$ cat config.mk
export PLATFORM = sky130hd
export DESIGN_NAME = mem_arbiter_flat
export DESIGN_NICKNAME = d
export VERILOG_FILES = /design/src/rtl/mem_arbiter_pkg.sv /design/src/rtl/mem_arbiter_if.sv /design/src/rtl/mem_arbiter_rr2.sv /design/src/rtl/mem_arbiter.sv /design/src/flat_wrapper.sv
export SDC_FILE = /design/constraint.sdc
export NUM_CORES = 1
export LEC_CHECK = 0
export ABC_AREA = 1
export BUFFER_PORTS_ARGS = -buffer_cell sky130_fd_sc_hd__buf_4
export CAP_MARGIN = 0
export CORE_ASPECT_RATIO = 1.5
export CORE_UTILIZATION = 50
export DETAILED_ROUTE_END_ITERATION = 10
export GPL_ROUTABILITY_DRIVEN = 1
export PLACE_DENSITY = 0.95
export SETUP_SLACK_MARGIN = 0.3
export SLEW_MARGIN = 20
export SYNTH_ARGS = -nofsm -noshare
export SYNTH_HDL_FRONTEND = slang
export SYNTH_SLANG_ARGS = --single-unit
$ cat constraint.sdc
create_clock -name clk -period 4.3 [get_ports clk]
set_input_delay 0.86 -clock clk [delete_from_list [all_inputs] [get_ports clk]]
set_output_delay 0.86 -clock clk [all_outputs]
set_load 0.005 [all_outputs]
$ cat src/rtl/mem_arbiter_pkg.sv
// Shared definitions for the two-port memory arbiter: FSM state encoding,
// default widths and the wait-timeout default (also used by CPU stall logic).
package mem_arbiter_pkg;
  localparam int DEF_ADDR_W  = 32;
  localparam int DEF_DATA_W  = 32;
  localparam int DEF_TIMEOUT = 15;
  localparam int WAIT_W      = 8;

  typedef enum logic [1:0] {
    ST_IDLE   = 2'd0,
    ST_BUSY_I = 2'd1,
    ST_BUSY_D = 2'd2,
    ST_RESP   = 2'd3
  } arb_state_t;
endpackage

$ cat src/rtl/mem_arbiter_if.sv
// Bus bundle between the fetch/data requesters, the arbiter and unified memory.
interface mem_arbiter_if
  import mem_arbiter_pkg::*;
#(
  parameter int ADDR_W = DEF_ADDR_W,
  parameter int DATA_W = DEF_DATA_W
);
  logic              i_req;
  logic [ADDR_W-1:0] i_addr;
  logic [DATA_W-1:0] i_rdata;
  logic              i_ack;
  logic              i_err;
  logic              d_req;
  logic              d_wen;
  logic [ADDR_W-1:0] d_addr;
  logic [DATA_W-1:0] d_wdata;
  logic [DATA_W-1:0] d_rdata;
  logic              d_ack;
  logic              d_err;
  logic              mem_rd;
  logic              mem_wr;
  logic [ADDR_W-1:0] mem_addr;
  logic [DATA_W-1:0] mem_wdata;
  logic [DATA_W-1:0] mem_rdata;
  logic              mem_ready;

  // Handshake: a requester holds req and its payload stable until a one-cycle
  // ack (err qualifies ack only); the arbiter holds mem_rd/mem_wr and payload
  // stable until a one-cycle mem_ready, which is ignored outside a command.
  modport slave (
    input  i_req, i_addr, d_req, d_wen, d_addr, d_wdata, mem_rdata, mem_ready,
    output i_rdata, i_ack, i_err, d_rdata, d_ack, d_err,
           mem_rd, mem_wr, mem_addr, mem_wdata
  );

  modport master (
    output i_req, i_addr, d_req, d_wen, d_addr, d_wdata, mem_rdata, mem_ready,
    input  i_rdata, i_ack, i_err, d_rdata, d_ack, d_err,
           mem_rd, mem_wr, mem_addr, mem_wdata
  );
endinterface

$ cat src/rtl/mem_arbiter_rr2.sv
// Two-way round-robin grant: on a tie, the port not granted last wins.
module arb_rr2 (
  input  logic clk,
  input  logic rst,
  input  logic i_en,
  input  logic i_req_i,
  input  logic i_req_d,
  output logic o_gnt_valid,
  output logic o_gnt_d
);
  logic r_last_d;

  always_comb begin
    o_gnt_valid = i_req_i | i_req_d;
    o_gnt_d     = i_req_d & (~i_req_i | ~r_last_d);
  end

  // Resetting to "fetch granted last" lets the data port win the first tie.
  always_ff @(posedge clk) begin
    if (rst) begin
      r_last_d <= 1'b0;
    end else if (i_en && o_gnt_valid) begin
      r_last_d <= o_gnt_d;
    end
  end
endmodule

$ cat src/rtl/mem_arbiter.sv
// Arbitrates fetch and data requests onto one registered memory command port,
// with a wait-cycle timeout that completes the transaction with err.
module mem_arbiter
  import mem_arbiter_pkg::*;
#(
  parameter int ADDR_W  = DEF_ADDR_W,
  parameter int DATA_W  = DEF_DATA_W,
  parameter int TIMEOUT = DEF_TIMEOUT
) (
  input  logic         clk,
  input  logic         rst,
  mem_arbiter_if.slave bus,
  output arb_state_t   o_state
);
  localparam logic [WAIT_W-1:0] TIMEOUT_CNT = WAIT_W'(TIMEOUT);

  arb_state_t        r_state;
  logic              r_mem_rd;
  logic              r_mem_wr;
  logic [ADDR_W-1:0] r_mem_addr;
  logic [DATA_W-1:0] r_mem_wdata;
  logic [DATA_W-1:0] r_i_rdata;
  logic [DATA_W-1:0] r_d_rdata;
  logic              r_i_ack;
  logic              r_i_err;
  logic              r_d_ack;
  logic              r_d_err;
  logic [WAIT_W-1:0] r_wait_cnt;

  logic              w_idle;
  logic              w_gnt_valid;
  logic              w_gnt_d;
  logic [WAIT_W-1:0] w_wait_next;
  logic              w_timeout;

  assign w_idle      = (r_state == ST_IDLE);
  assign w_wait_next = r_wait_cnt + WAIT_W'(1);
  assign w_timeout   = (w_wait_next == TIMEOUT_CNT);

  arb_rr2 u_rr (
    .clk         (clk),
    .rst         (rst),
    .i_en        (w_idle),
    .i_req_i     (bus.i_req),
    .i_req_d     (bus.d_req),
    .o_gnt_valid (w_gnt_valid),
    .o_gnt_d     (w_gnt_d)
  );

  always_ff @(posedge clk) begin
    if (rst) begin
      r_state     <= ST_IDLE;
      r_mem_rd    <= 1'b0;
      r_mem_wr    <= 1'b0;
      r_mem_addr  <= '0;
      r_mem_wdata <= '0;
      r_i_rdata   <= '0;
      r_d_rdata   <= '0;
      r_i_ack     <= 1'b0;
      r_i_err     <= 1'b0;
      r_d_ack     <= 1'b0;
      r_d_err     <= 1'b0;
      r_wait_cnt  <= '0;
    end else begin
      case (r_state)
        ST_IDLE: begin
          if (w_gnt_valid) begin
            r_wait_cnt <= '0;
            if (w_gnt_d) begin
              r_state     <= ST_BUSY_D;
              r_mem_addr  <= bus.d_addr;
              r_mem_wdata <= bus.d_wdata;
              r_mem_rd    <= ~bus.d_wen;
              r_mem_wr    <= bus.d_wen;
            end else begin
              r_state    <= ST_BUSY_I;
              r_mem_addr <= bus.i_addr;
              r_mem_rd   <= 1'b1;
              r_mem_wr   <= 1'b0;
            end
          end
        end
        ST_BUSY_I, ST_BUSY_D: begin
          if (!bus.mem_ready) begin
            r_wait_cnt <= w_wait_next;
          end
          // A real mem_ready beats a timeout landing in the same cycle.
          if (bus.mem_ready || w_timeout) begin
            r_state  <= ST_RESP;
            r_mem_rd <= 1'b0;
            r_mem_wr <= 1'b0;
            if (r_state == ST_BUSY_I) begin
              r_i_ack <= 1'b1;
              r_i_err <= ~bus.mem_ready;
              if (bus.mem_ready) r_i_rdata <= bus.mem_rdata;
            end else begin
              r_d_ack <= 1'b1;
              r_d_err <= ~bus.mem_ready;
              if (bus.mem_ready && r_mem_rd) r_d_rdata <= bus.mem_rdata;
            end
          end
        end
        ST_RESP: begin
          r_state <= ST_IDLE;
          r_i_ack <= 1'b0;
          r_i_err <= 1'b0;
          r_d_ack <= 1'b0;
          r_d_err <= 1'b0;
        end
        default: r_state <= ST_IDLE;
      endcase
    end
  end

  assign bus.mem_rd    = r_mem_rd;
  assign bus.mem_wr    = r_mem_wr;
  assign bus.mem_addr  = r_mem_addr;
  assign bus.mem_wdata = r_mem_wdata;
  assign bus.i_rdata   = r_i_rdata;
  assign bus.i_ack     = r_i_ack;
  assign bus.i_err     = r_i_err;
  assign bus.d_rdata   = r_d_rdata;
  assign bus.d_ack     = r_d_ack;
  assign bus.d_err     = r_d_err;
  assign o_state       = r_state;
endmodule

$ cat src/flat_wrapper.sv
// flat-port wrapper written by rule: the top's interface ports become plain ports
module mem_arbiter_flat import mem_arbiter_pkg::*;
#(
  parameter int ADDR_W  = DEF_ADDR_W,
  parameter int DATA_W  = DEF_DATA_W,
  parameter int TIMEOUT = DEF_TIMEOUT
)
  (clk, rst, o_state, bus_i_req, bus_i_addr, bus_d_req, bus_d_wen, bus_d_addr, bus_d_wdata, bus_mem_rdata, bus_mem_ready, bus_i_rdata, bus_i_ack, bus_i_err, bus_d_rdata, bus_d_ack, bus_d_err, bus_mem_rd, bus_mem_wr, bus_mem_addr, bus_mem_wdata);
  mem_arbiter_if #(.ADDR_W(ADDR_W), .DATA_W(DATA_W)) bus_i ();
  input  logic clk;
  input  logic rst;
  output arb_state_t o_state;
  input wire logic [$bits(bus_i.i_req)-1:0] bus_i_req;
  input wire logic [$bits(bus_i.i_addr)-1:0] bus_i_addr;
  input wire logic [$bits(bus_i.d_req)-1:0] bus_d_req;
  input wire logic [$bits(bus_i.d_wen)-1:0] bus_d_wen;
  input wire logic [$bits(bus_i.d_addr)-1:0] bus_d_addr;
  input wire logic [$bits(bus_i.d_wdata)-1:0] bus_d_wdata;
  input wire logic [$bits(bus_i.mem_rdata)-1:0] bus_mem_rdata;
  input wire logic [$bits(bus_i.mem_ready)-1:0] bus_mem_ready;
  output wire logic [$bits(bus_i.i_rdata)-1:0] bus_i_rdata;
  output wire logic [$bits(bus_i.i_ack)-1:0] bus_i_ack;
  output wire logic [$bits(bus_i.i_err)-1:0] bus_i_err;
  output wire logic [$bits(bus_i.d_rdata)-1:0] bus_d_rdata;
  output wire logic [$bits(bus_i.d_ack)-1:0] bus_d_ack;
  output wire logic [$bits(bus_i.d_err)-1:0] bus_d_err;
  output wire logic [$bits(bus_i.mem_rd)-1:0] bus_mem_rd;
  output wire logic [$bits(bus_i.mem_wr)-1:0] bus_mem_wr;
  output wire logic [$bits(bus_i.mem_addr)-1:0] bus_mem_addr;
  output wire logic [$bits(bus_i.mem_wdata)-1:0] bus_mem_wdata;
  assign bus_i.i_req = bus_i_req;
  assign bus_i.i_addr = bus_i_addr;
  assign bus_i.d_req = bus_d_req;
  assign bus_i.d_wen = bus_d_wen;
  assign bus_i.d_addr = bus_d_addr;
  assign bus_i.d_wdata = bus_d_wdata;
  assign bus_i.mem_rdata = bus_mem_rdata;
  assign bus_i.mem_ready = bus_mem_ready;
  assign bus_i_rdata = bus_i.i_rdata;
  assign bus_i_ack = bus_i.i_ack;
  assign bus_i_err = bus_i.i_err;
  assign bus_d_rdata = bus_i.d_rdata;
  assign bus_d_ack = bus_i.d_ack;
  assign bus_d_err = bus_i.d_err;
  assign bus_mem_rd = bus_i.mem_rd;
  assign bus_mem_wr = bus_i.mem_wr;
  assign bus_mem_addr = bus_i.mem_addr;
  assign bus_mem_wdata = bus_i.mem_wdata;
  mem_arbiter #(.ADDR_W(ADDR_W), .DATA_W(DATA_W), .TIMEOUT(TIMEOUT)) u_core (.clk(clk), .rst(rst), .bus(bus_i), .o_state(o_state));
endmodule
# After elaboration in Yosys (flattened, before gate mapping)
# Cells that the tools add are included.
[word_totals] register_bits=145 in_bits=134 elab_cells=74
[op_classes] eq_ne=9 n_reduce_logical=16 mux=27 bitwise=8 n_addsub=1
[ops] operator="32-bit two-way mux" n=1
[ops] operator="8-bit two-way mux" n=2
[ops] operator="8-bit one-hot mux with 2 select lines" n=1
[ops] operator="3-bit AND reduction" n=5
[ops] operator="1-bit two-way mux" n=13
[ops] operator="1-bit one-hot mux with 2 select lines" n=6
[ops] operator="8-bit by 1-bit adder with 8-bit output, second input constant" n=1
[ops] operator="8-bit by 4-bit equality test with 1-bit output, second input constant" n=1
[ops] operator="4-bit AND reduction" n=2
[ops] operator="2-bit two-way mux" n=3
[ops] operator="2-bit by 1-bit inequality test with 1-bit output, second input constant" n=3
[ops] operator="2-bit one-hot mux with 3 select lines" n=1
[ops] operator="1-bit NOT" n=5
[ops] operator="2-bit equality test, second input constant" n=2
[ops] operator="2-bit inequality test, second input constant" n=2
[ops] operator="2-bit AND reduction" n=2
[ops] operator="2-bit nonzero test" n=2
[ops] operator="2-bit by 1-bit equality test with 1-bit output, second input constant" n=1
[ops] operator="1-bit logical AND" n=2
[ops] operator="2-bit logical NOT" n=1
[ops] operator="1-bit OR" n=2
[ops] operator="2-bit OR reduction" n=1
[ops] operator="1-bit AND" n=1
[ops] operator="1-bit logical OR" n=1

# Logic depth before layout (Yosys ltp)
# Gate-level depths: netlist of the first run.
[logic_depth] word_depth=6 depth_mapped=12 ltp_nobuf=12

# By module
# A second synthesis of the first run with hierarchy kept.
[unflattened] hier_cells=781 hier_area_um2=5823.1
[by_module_without_submodules] module="mem_arbiter" instances=1 cells_per_inst=773 area_per_inst_um2=5763.0 seq_area_each_um2=2882.8
[by_module_without_submodules] module="arb_rr2" instances=1 cells_per_inst=8 area_per_inst_um2=60.1 seq_area_each_um2=20.0

# Worst setup path after synthesis of the first run
# No wires, ideal clock.
[synth_timing] path_kind="input to register" startpoint="in rst" endpoint="reg u_core.r_d_rdata[10], in the netlist u_core.bus.d_rdata[10]" setup_time_ns=0.070 slack_ns=2.487 n_path_buf=3 arrival_ns=1.743 cell_stages=6 path_cell_list="clkbuf_1 inv_1 clkbuf_1 clkbuf_1 o21ai_0 a21oi_1"
[synth_lines] element="start, declared" line="flat_wrapper.sv:11" rtl="input logic rst;"
[synth_lines] element="end signal, assigned" line="mem_arbiter.sv:99" rtl="if (bus.mem_ready && r_mem_rd) r_d_rdata <= bus.mem_rdata;"
[synth_lines] element="end, declared" line="mem_arbiter.sv:23" rtl="logic [DATA_W-1:0] r_d_rdata;"

# Final worst setup path of the first run
[layout_timing] startpoint="reg u_core.r_state[0], in the netlist u_core.o_state[0]" endpoint="reg u_core.r_i_rdata[9], in the netlist u_core.bus.i_rdata[9]"
[layout_between] elab_chain_cells=3 elab_cells_between_ends=4
[layout_lines] element="start, declared" line="mem_arbiter.sv:17" rtl="arb_state_t r_state;"
[layout_lines] element="start signal, assigned" line="mem_arbiter.sv:52" rtl="r_state <= ST_IDLE;"
[layout_lines] element="start signal, assigned" line="mem_arbiter.sv:70" rtl="r_state <= ST_BUSY_D;"
[layout_lines] element="start signal, assigned" line="mem_arbiter.sv:76" rtl="r_state <= ST_BUSY_I;"
[layout_lines] element="2-bit equality test or 2-bit by 1-bit equality test with 1-bit output (tied branches)" line="mem_arbiter.sv:65, mem_arbiter.sv:92"
[layout_lines] element="2-bit OR reduction" line="mem_arbiter.sv:65" rtl="case (r_state)"
[layout_lines] element="4-bit AND reduction (no line) *"
[layout_lines] element="end signal, assigned" line="mem_arbiter.sv:95" rtl="if (bus.mem_ready) r_i_rdata <= bus.mem_rdata;"
[layout_lines] element="end, declared" line="mem_arbiter.sv:22" rtl="logic [DATA_W-1:0] r_i_rdata;"
# Every way passes the cells marked *; elsewhere a longest branch is shown, timed or not.
# A chain may end at the register's enable or synchronous reset.

==> metrics.yaml, run 1 <==
status: "completed"
grt_max_degree: 79
yosysTopAreaCellShare_pct: 50.83
utilization_pct: 75.57
antenna_found_initial: 0
dieArea_sq_um: 11860
maxSlewHeadroom_pct: 28.73
synthesis.nets: 886
place_ws_ns: 1.516
cts.path.max_buffers: 2
synthCells: 746
synthMostInstantiatedCell: "nand2_1"
cts_tree: "yes"
fmax_mhz: 396.0
drcViolationCount: 0
tightest_slew_ns: 1.066
r2r_end: "u_core.bus.i_rdata[9]$_SDFFE_PP0P_"
worst_slack_ns: 1.775
synthesis.area_sq_um: 5710
slew_viol_final: 0
postCtsHoldBufs: 0
cp-start-kind: "flop"
timing.final.crit_share_pct: 58.72
finalWirelength_mm: 17.46
hold_start: "u_core.bus.d_rdata[26]$_SDFFE_PP0P_"
initial_core_util_pct: 51.65
dp.cells: 1115
gp_congestion: 0.8389
netlist_top_cells_area: "dfxtp_1, nand2_1, a21oi_1"
leakage_nw: 3.644
grt_pass1_vias: 5867
final-seq-area_sq_um: 2903
multi_input_area_sq_um: 2397
yosys_warnings: 0
area_delta_synth_final_pct: 46.30
synth_cell_types: 29
synth_ff_type: "dfxtp_1"
clock_tree.root_cell: "clkbuf_16"
endpoint_kind: "flop"
postCtsSetupBuffers: 0
overflow: 0
grt_pass1_wl_mm: 27.05
drive_above_1_share_pct: 32.30
rr_startpoint: "u_core.o_state[0]$_SDFFE_PP0P_"
yosys.area.top_type: "dfxtp_1"
syn-mean-instance-area_sq_um: 7.655
ys_ff_latch: 145
seq_area_frac_synth_pct: 50.83
synthTopCellsByCount: "nand2_1, dfxtp_1, a21oi_1"
grt_util_all_layers_pct: 29.26
hold_depth: 2
fp.coreArea_sq_um: 11060
async_flop_share_pct: 0
nFillCells: 807
r2r_cells: 8
nNetsFinal: 1127
p_per_area_nw_per_um2: 558.1
clock_latency_ns: 0.42
num_vias: 6156
fin_skew_ns: 0.01380
tns_ns: 0
final_cells: 1147
die_h_um: 132.9
postRouteAntennaNets: 0
numPortBuffers: 269
hold_viol_final: 0
wl_per_cell_um: 15.22
drt_iter0_markers: 288
arrival_ns: 2.78
n_antenna_cell: 0
min_to: "u_core.bus.d_rdata[26]$_SDFFE_PP0P_"
numCtsBuffers: 17
critPathMaxFanout: 34
r2r_setup_slack_ns: 1.77
drt_pre_antenna_iters: 5
htreeDepth: 4
finalSetupViolCount: 0
vias_per_cell: 5.367
cts.clk_slew.worst_paths_ns: 0.07
ir_worst_vdd_mv: 0.3683
hpwl_mm: 11.87
core.rowCount: 47
required_ns: 4.55
min_path_type: "flop to flop"
path_class: "flop to flop"
clock-sinks: 145
synth-edff-count: 0
rsz0062_at_grt: "no"
drv_cap: 0
cts_resized: 0
die_w_um: 89.26
finalCriticalPeriod_ns: 2.525
pin_count: 270
-- registers in the layout (all words and copies together), names as in the netlist --
| name | flops |
|---|---|
| u_core.bus.i_rdata | 32 |
| u_core.u_rr.r_last_d | 1 |
| u_core.bus.d_ack | 1 |
| u_core.o_state | 2 |
| u_core.bus.i_ack | 1 |
| u_core.bus.mem_rd | 1 |
| u_core.bus.d_err | 1 |
| u_core.bus.mem_addr | 32 |
| u_core.bus.mem_wr | 1 |
| u_core.r_wait_cnt | 8 |
| u_core.bus.i_err | 1 |
| u_core.bus.mem_wdata | 32 |
| u_core.bus.d_rdata | 32 |
-- worst max path at each step --
stage	start	end	slack, ns	cells past startpoint
CTS	u_core.o_state[0]$_SDFFE_PP0P_	u_core.bus.i_rdata[9]$_SDFFE_PP0P_	1.78	8
global route	u_core.o_state[0]$_SDFFE_PP0P_	u_core.bus.i_rdata[12]$_SDFFE_PP0P_	1.56	8
detailed placement	bus_mem_ready	u_core.bus.d_rdata[4]$_SDFFE_PP0P_	1.52	4
finish	u_core.o_state[0]$_SDFFE_PP0P_	u_core.bus.i_rdata[9]$_SDFFE_PP0P_	1.77	8
floorplan	rst	u_core.bus.d_rdata[10]$_SDFFE_PP0P_	2.49	6
global placement	bus_mem_ready	u_core.bus.d_rdata[12]$_SDFFE_PP0P_	1.63	4
-- cell families (layout without fill, tap and decap cells) --
| group | after synthesis | after routing | synth area share, % |
|---|---|---|---|
| adder cells (fa/ha/maj) | 6 | 6 | 1.315 |
| buffers and inverters | 107 | 361 | 7.318 |
| flip-flops | 145 | 145 | 50.83 |
| AO/OA/AOI/OAI | 215 | 215 | 19.98 |
| AND/OR/NAND/NOR | 273 | 273 | 20.55 |
-- area by class of cell --
class                   instances  area share, %
flip-flops and latches        145          34.75
multi-input cells             494          28.70
repair buffers                277          24.89
clock buffers                  17          5.092
inverters                      52          2.336
well taps                     147          2.202
clock inverters                15          2.037
-- through the flow --
step / instance area, sq um / hold WS [ns] / power (W)
floorplan: 5710 / 0.4399 / 0.002510
global placement: 7756 / 0.4331 / 0.003133
detailed placement: 7756 / 0.4396 / 0.003178
CTS: 8352 / 0.4492 / 0.004675
global route: 8354 / 0.4653 / 0.004921
finish: 8354 / 0.4495 / 0.004663
-- critical path, cell delays in order (launching register included) --
cell      delay (ns)
dfxtp_1         0.42
inv_1           0.11
ha_1            0.31
nand2_1         0.05
clkinv_1        0.04
buf_4           0.32
nand2_1         0.73
nand2_1         0.27
a21oi_1         0.11
-- per-layer routing --
metal / global-route usage, % / vias to the layer above / part of all wire, %
li1: - / 2981 / -
met1: 30.75 / 2824 / 37
met2: 50.30 / 289 / 52
met3: 8.546 / 62 / 6.6
met4: 17.11 / 0 / 4.3
met5: 0 / - / 0
-- power by group --
group / switching [W] / internal (W)
sequential: 0.000145 / 0.00160
combinational: 0.000788 / 0.000630
clock: 0.000622 / 0.000875
total: 0.00156 / 0.00311
-- layout by cell type (no fill, tap or decap), drive strengths merged --
cell | netlist | routed
a21oi | 112 | 112
a22oi | 1 | 1
a31oi | 32 | 32
a32oi | 1 | 1
buf | 16 | 277
bufinv | 0 | 2
clkbuf | 39 | 17
clkinv | 2 | 5
clkinvlp | 0 | 1
dfxtp | 145 | 145
ha | 6 | 6
inv | 50 | 59
nand2 | 174 | 174
nand3 | 79 | 79
nand3b | 1 | 1
nand4 | 1 | 1
nor2 | 16 | 16
nor3 | 1 | 1
o211ai | 1 | 1
o21ai | 67 | 67
o21bai | 1 | 1
or2 | 1 | 1
Note: power is estimated with default switching activity, not from simulation.
==> run 2, diff against run 1 <==
- ABC_AREA: 1 -> 0
- CORE_UTILIZATION: 50 -> 42
- PLACE_DENSITY: 0.95 -> 0.87
- clock period: 4.3 -> 2.3 ns (I/O delays scaled with it)
==> metrics.yaml, run 2 <==
drv_cap: 0  # unchanged
final_cell_mix: "buf_4, nand2_1, dfxtp_1, a21oi_1, nor2_1"  # was buf_4, nand2_1, dfxtp_1, a21oi_1, nand3_1
synth-edff-count: 0  # unchanged
finalSetupViolCount: 0  # unchanged
hold-worst-slack_ns: 0.2886  # was 0.4495 ns
clock_latency_ns: 0.42  # about the same
postRouteAntennaNets: 0  # unchanged
seq_area_frac_synth_pct: 51.24  # was 50.83%
die_h_um: 144.2  # was 132.9 um
clock-sinks: 145  # unchanged
ir_worst_vdd_mv: 0.6711  # was 0.3683 mV
r2r_end: "u_core.r_wait_cnt[1]$_SDFFE_PP0P_"  # was u_core.bus.i_rdata[9]$_SDFFE_PP0P_
tightest_slew_ns: 0.5939  # was 1.066 ns
crit_top_cell: "or3_4"  # was nand2_1
fin_skew_ns: 0.01124  # was 0.01380 ns
grt_util_all_layers_pct: 22.29  # was 29.26%
path_class: "flop to flop"  # unchanged
min_path_type: "input port to flop"  # was flop to flop
clock_tree.root_cell: "clkbuf_16"  # unchanged
netlist_top_cells_area: "dfxtp_1, nand2_1, a21oi_1"  # unchanged
n_antenna_cell: 0  # unchanged
hold_depth: 3  # was 2
p_clk_share_pct: 35.0  # was 32.1%
overflow: 0  # unchanged
finalWirelength_mm: 16.14  # was 17.46 mm
final_common_cell: "buf_4"  # unchanged
syn-mean-instance-area_sq_um: 8.235  # was 7.655 sq um
cp_slowest_stage_delay_ns: 0.44  # was 0.73 ns
drcViolationCount: 0  # unchanged
drt_iter0_markers: 216  # was 288
r2r_setup_slack_ns: 0.36  # was 1.77 ns
cp-start-kind: "flop"  # unchanged
gp_congestion: 0.8315  # was 0.8389
synthTopCellsByCount: "nand2_1, dfxtp_1, a21oi_1"  # unchanged
p_total_w: 0.008918  # was 0.004663 W
cp_top_family: "simple AND/OR/NAND/NOR gates"  # unchanged
cts.clk_slew.worst_paths_ns: 0.06  # was 0.07 ns
switching_share_pct: 30.21  # was 33.36%
area_delta_synth_final_pct: 53.20  # was 46.30%
required_ns: 2.63  # was 4.55 ns
num_vias: 5728  # was 6156
wl_per_cell_um: 14.41  # was 15.22 um
slew_viol_final: 0  # unchanged
p_int_w: 0.006224  # was 0.003107 W
crit_path_cell_trace: "inv_2, ha_4, buf_4, and2_1, or3_4, or3_4, a21oi_2"  # was inv_1, ha_1, nand2_1, clkinv_1, buf_4, nand2_1, nand2_1, a21oi_1
pin_count: 270  # unchanged
fp.coreArea_sq_um: 13080  # was 11060 sq um
rr_startpoint: "u_core.o_state[1]$_SDFFE_PP0P_"  # was u_core.o_state[0]$_SDFFE_PP0P_
nNetsFinal: 1088  # was 1127
grt_max_degree: 66  # was 79
cts.path.max_buffers: 2  # unchanged
rsz0062_at_grt: "yes"  # was no
cts_tree: "yes"  # unchanged
antenna_found_initial: 0  # unchanged
status: "completed"  # unchanged
synthesis.area_sq_um: 5665  # was 5710 sq um
vias_per_cell: 5.114  # was 5.367
synthMostInstantiatedCell: "nand2_1"  # unchanged
dieArea_sq_um: 13970  # was 11860 sq um
min_to: "u_core.bus.mem_wdata[10]$_SDFFE_PP0P_"  # was u_core.bus.d_rdata[26]$_SDFFE_PP0P_
core.rowCount: 51  # was 47
critPathMaxFanout: 6  # was 34
switchingPower_w: 0.002694  # was 0.001555 W
endpoint_kind: "flop"  # unchanged
htreeDepth: 4  # unchanged
arrival_ns: 2.27  # was 2.78 ns
synth_ff_type: "dfxtp_1"  # unchanged
cp_slowest_cell: "or3_4"  # was nand2_1
ys_ff_latch: 145  # unchanged
initial_core_util_pct: 43.31  # was 51.65%
cp_num_buf_inv: 2  # was 3
p_per_area_nw_per_um2: 1027  # was 558.1 nW/um^2
fmax_mhz: 515.2  # was 396.0 MHz
synthesis.nets: 828  # was 886
async_flop_share_pct: 0  # unchanged
tns_ns: 0  # unchanged
grt_pass1_wl_mm: 24.85  # was 27.05 mm
drive_above_1_share_pct: 36.84  # was 32.30%
leakage_nw: 3.817  # was 3.644 nW
grt_pass1_vias: 5244  # was 5867
drt_pre_antenna_iters: 5  # unchanged
yosys.area.top_type: "dfxtp_1"  # unchanged
numPortBuffers: 269  # unchanged
finalCriticalPeriod_ns: 1.941  # was 2.525 ns
hold_start: "bus_d_wdata[10]"  # was u_core.bus.d_rdata[26]$_SDFFE_PP0P_
combinationalPowerShare_pct: 29.7  # was 30.4%
numCtsBuffers: 17  # unchanged
hold_viol_final: 0  # unchanged
yosysTopAreaCellShare_pct: 51.24  # was 50.83%
maxSlewHeadroom_pct: 60.14  # was 28.73%
die_w_um: 96.83  # was 89.26 um
pwr-share-seq_pct: 35.3  # was 37.5%
synthCells: 688  # was 746
yosys_warnings: 0  # unchanged
hpwl_mm: 11.60  # was 11.87 mm
r2r_cells: 7  # was 8
synth_cell_types: 42  # was 29
timing.final.crit_share_pct: 84.39  # was 58.72%
## run 2: cell types whose count changed after synthesis, moves of 4 or more
cell | before | now
inv_1 | 49 | 4
a21oi_1 | 112 | 107
buf_2 | 12 | 5
nand3_1 | 78 | 4
nor2_1 | 12 | 43
a211oi_1 | 0 | 35
and3_1 | 0 | 4
nor3_1 | 1 | 6
a31oi_1 | 32 | 0
nand2_1 | 170 | 201
mux2i_1 | 0 | 33
clkbuf_1 | 38 | 42
and2_1 | 0 | 5
o21ai_0 | 66 | 7
## run 2: metrics by stage
step	cells	utilization, %	area, sq um	setup WS, ns
floorplan	688	-	5673	0.3235
global placement	1081	60.14	7868	0.2426
detailed placement	1081	60.14	7868	0.1580
CTS	1113	65.50	8568	0.2999
global route	1120	66.35	8680	0.2890
finish	1120	66.35	8680	0.3590
## run 2: worst max path at each step
stage	startpoint	end	slack [ns]	cells after the start
3_5_place_dp	u_core.o_state[0]$_SDFFE_PP0P_	u_core.r_wait_cnt[1]$_SDFFE_PP0P_	0.16	7
6_report	u_core.o_state[1]$_SDFFE_PP0P_	u_core.r_wait_cnt[1]$_SDFFE_PP0P_	0.36	7
2_1_floorplan	u_core.o_state[0]$_SDFFE_PP0P_	u_core.r_wait_cnt[2]$_SDFFE_PP0P_	0.32	7
5_1_grt	u_core.o_state[1]$_SDFFE_PP0P_	u_core.r_wait_cnt[4]$_SDFFE_PP0P_	0.29	8
3_3_place_gp	u_core.o_state[1]$_SDFFE_PP0P_	u_core.r_wait_cnt[2]$_SDFFE_PP0P_	0.24	6
4_1_cts	u_core.o_state[0]$_SDFFE_PP0P_	u_core.o_state[1]$_SDFFE_PP0P_	0.30	8
## run 2: per-layer routing
metal	vias up	share of wire, %	track usage (%)
met1	2605	36	23.75
met4	0	3.7	13.59
met3	42	6.1	5.123
met5	-	0	0
met2	235	54	40.03
li1	2846	-	-
## run 2: area by class of cell
type / instances / area, sq um
Inverter: 5 / 18.77
Clock inverter: 15 / 246.5
Timing Repair Buffer: 293 / 2241
Clock buffer: 17 / 425.4
Fill cell: 1081 / 4402
Tap cell: 159 / 198.9
Multi-Input combinational cell: 486 / 2631
Sequential cell: 145 / 2918
## run 2: tightest hold or removal path, delay by kind of cell
family / cells / cell delay [ns]
buf+inv: 1 / 0.11
compound gates: 1 / 0.05
simple gates: 1 / 0.04
## run 2: kinds of logic after synthesis
family / after synthesis / share of synthesized area, %
simple gates: 281 / 20.25
compound gates: 165 / 17.27
flops: 145 / 51.24
fa+ha+maj: 6 / 1.325
mux: 34 / 6.029
buf+inv: 57 / 3.887
## run 2: power groups by stage
stage          sequential, W  combinational (W)  clock, W
6_report             0.00315            0.00265   0.00312
3_5_place_dp         0.00320            0.00248         0
4_1_cts              0.00315            0.00253   0.00318
5_1_grt              0.00320            0.00288   0.00330
2_1_floorplan        0.00321            0.00126         0
3_3_place_gp         0.00318            0.00243         0
## run 2: what timing repair did
item,in CTS,in global routing
gates resized for setup,5,20
pin swaps,0,6
hold buffers,0,0
endpoints found under the hold margin,0,0
setup buffers,0,7
endpoints found under the setup margin,13,9
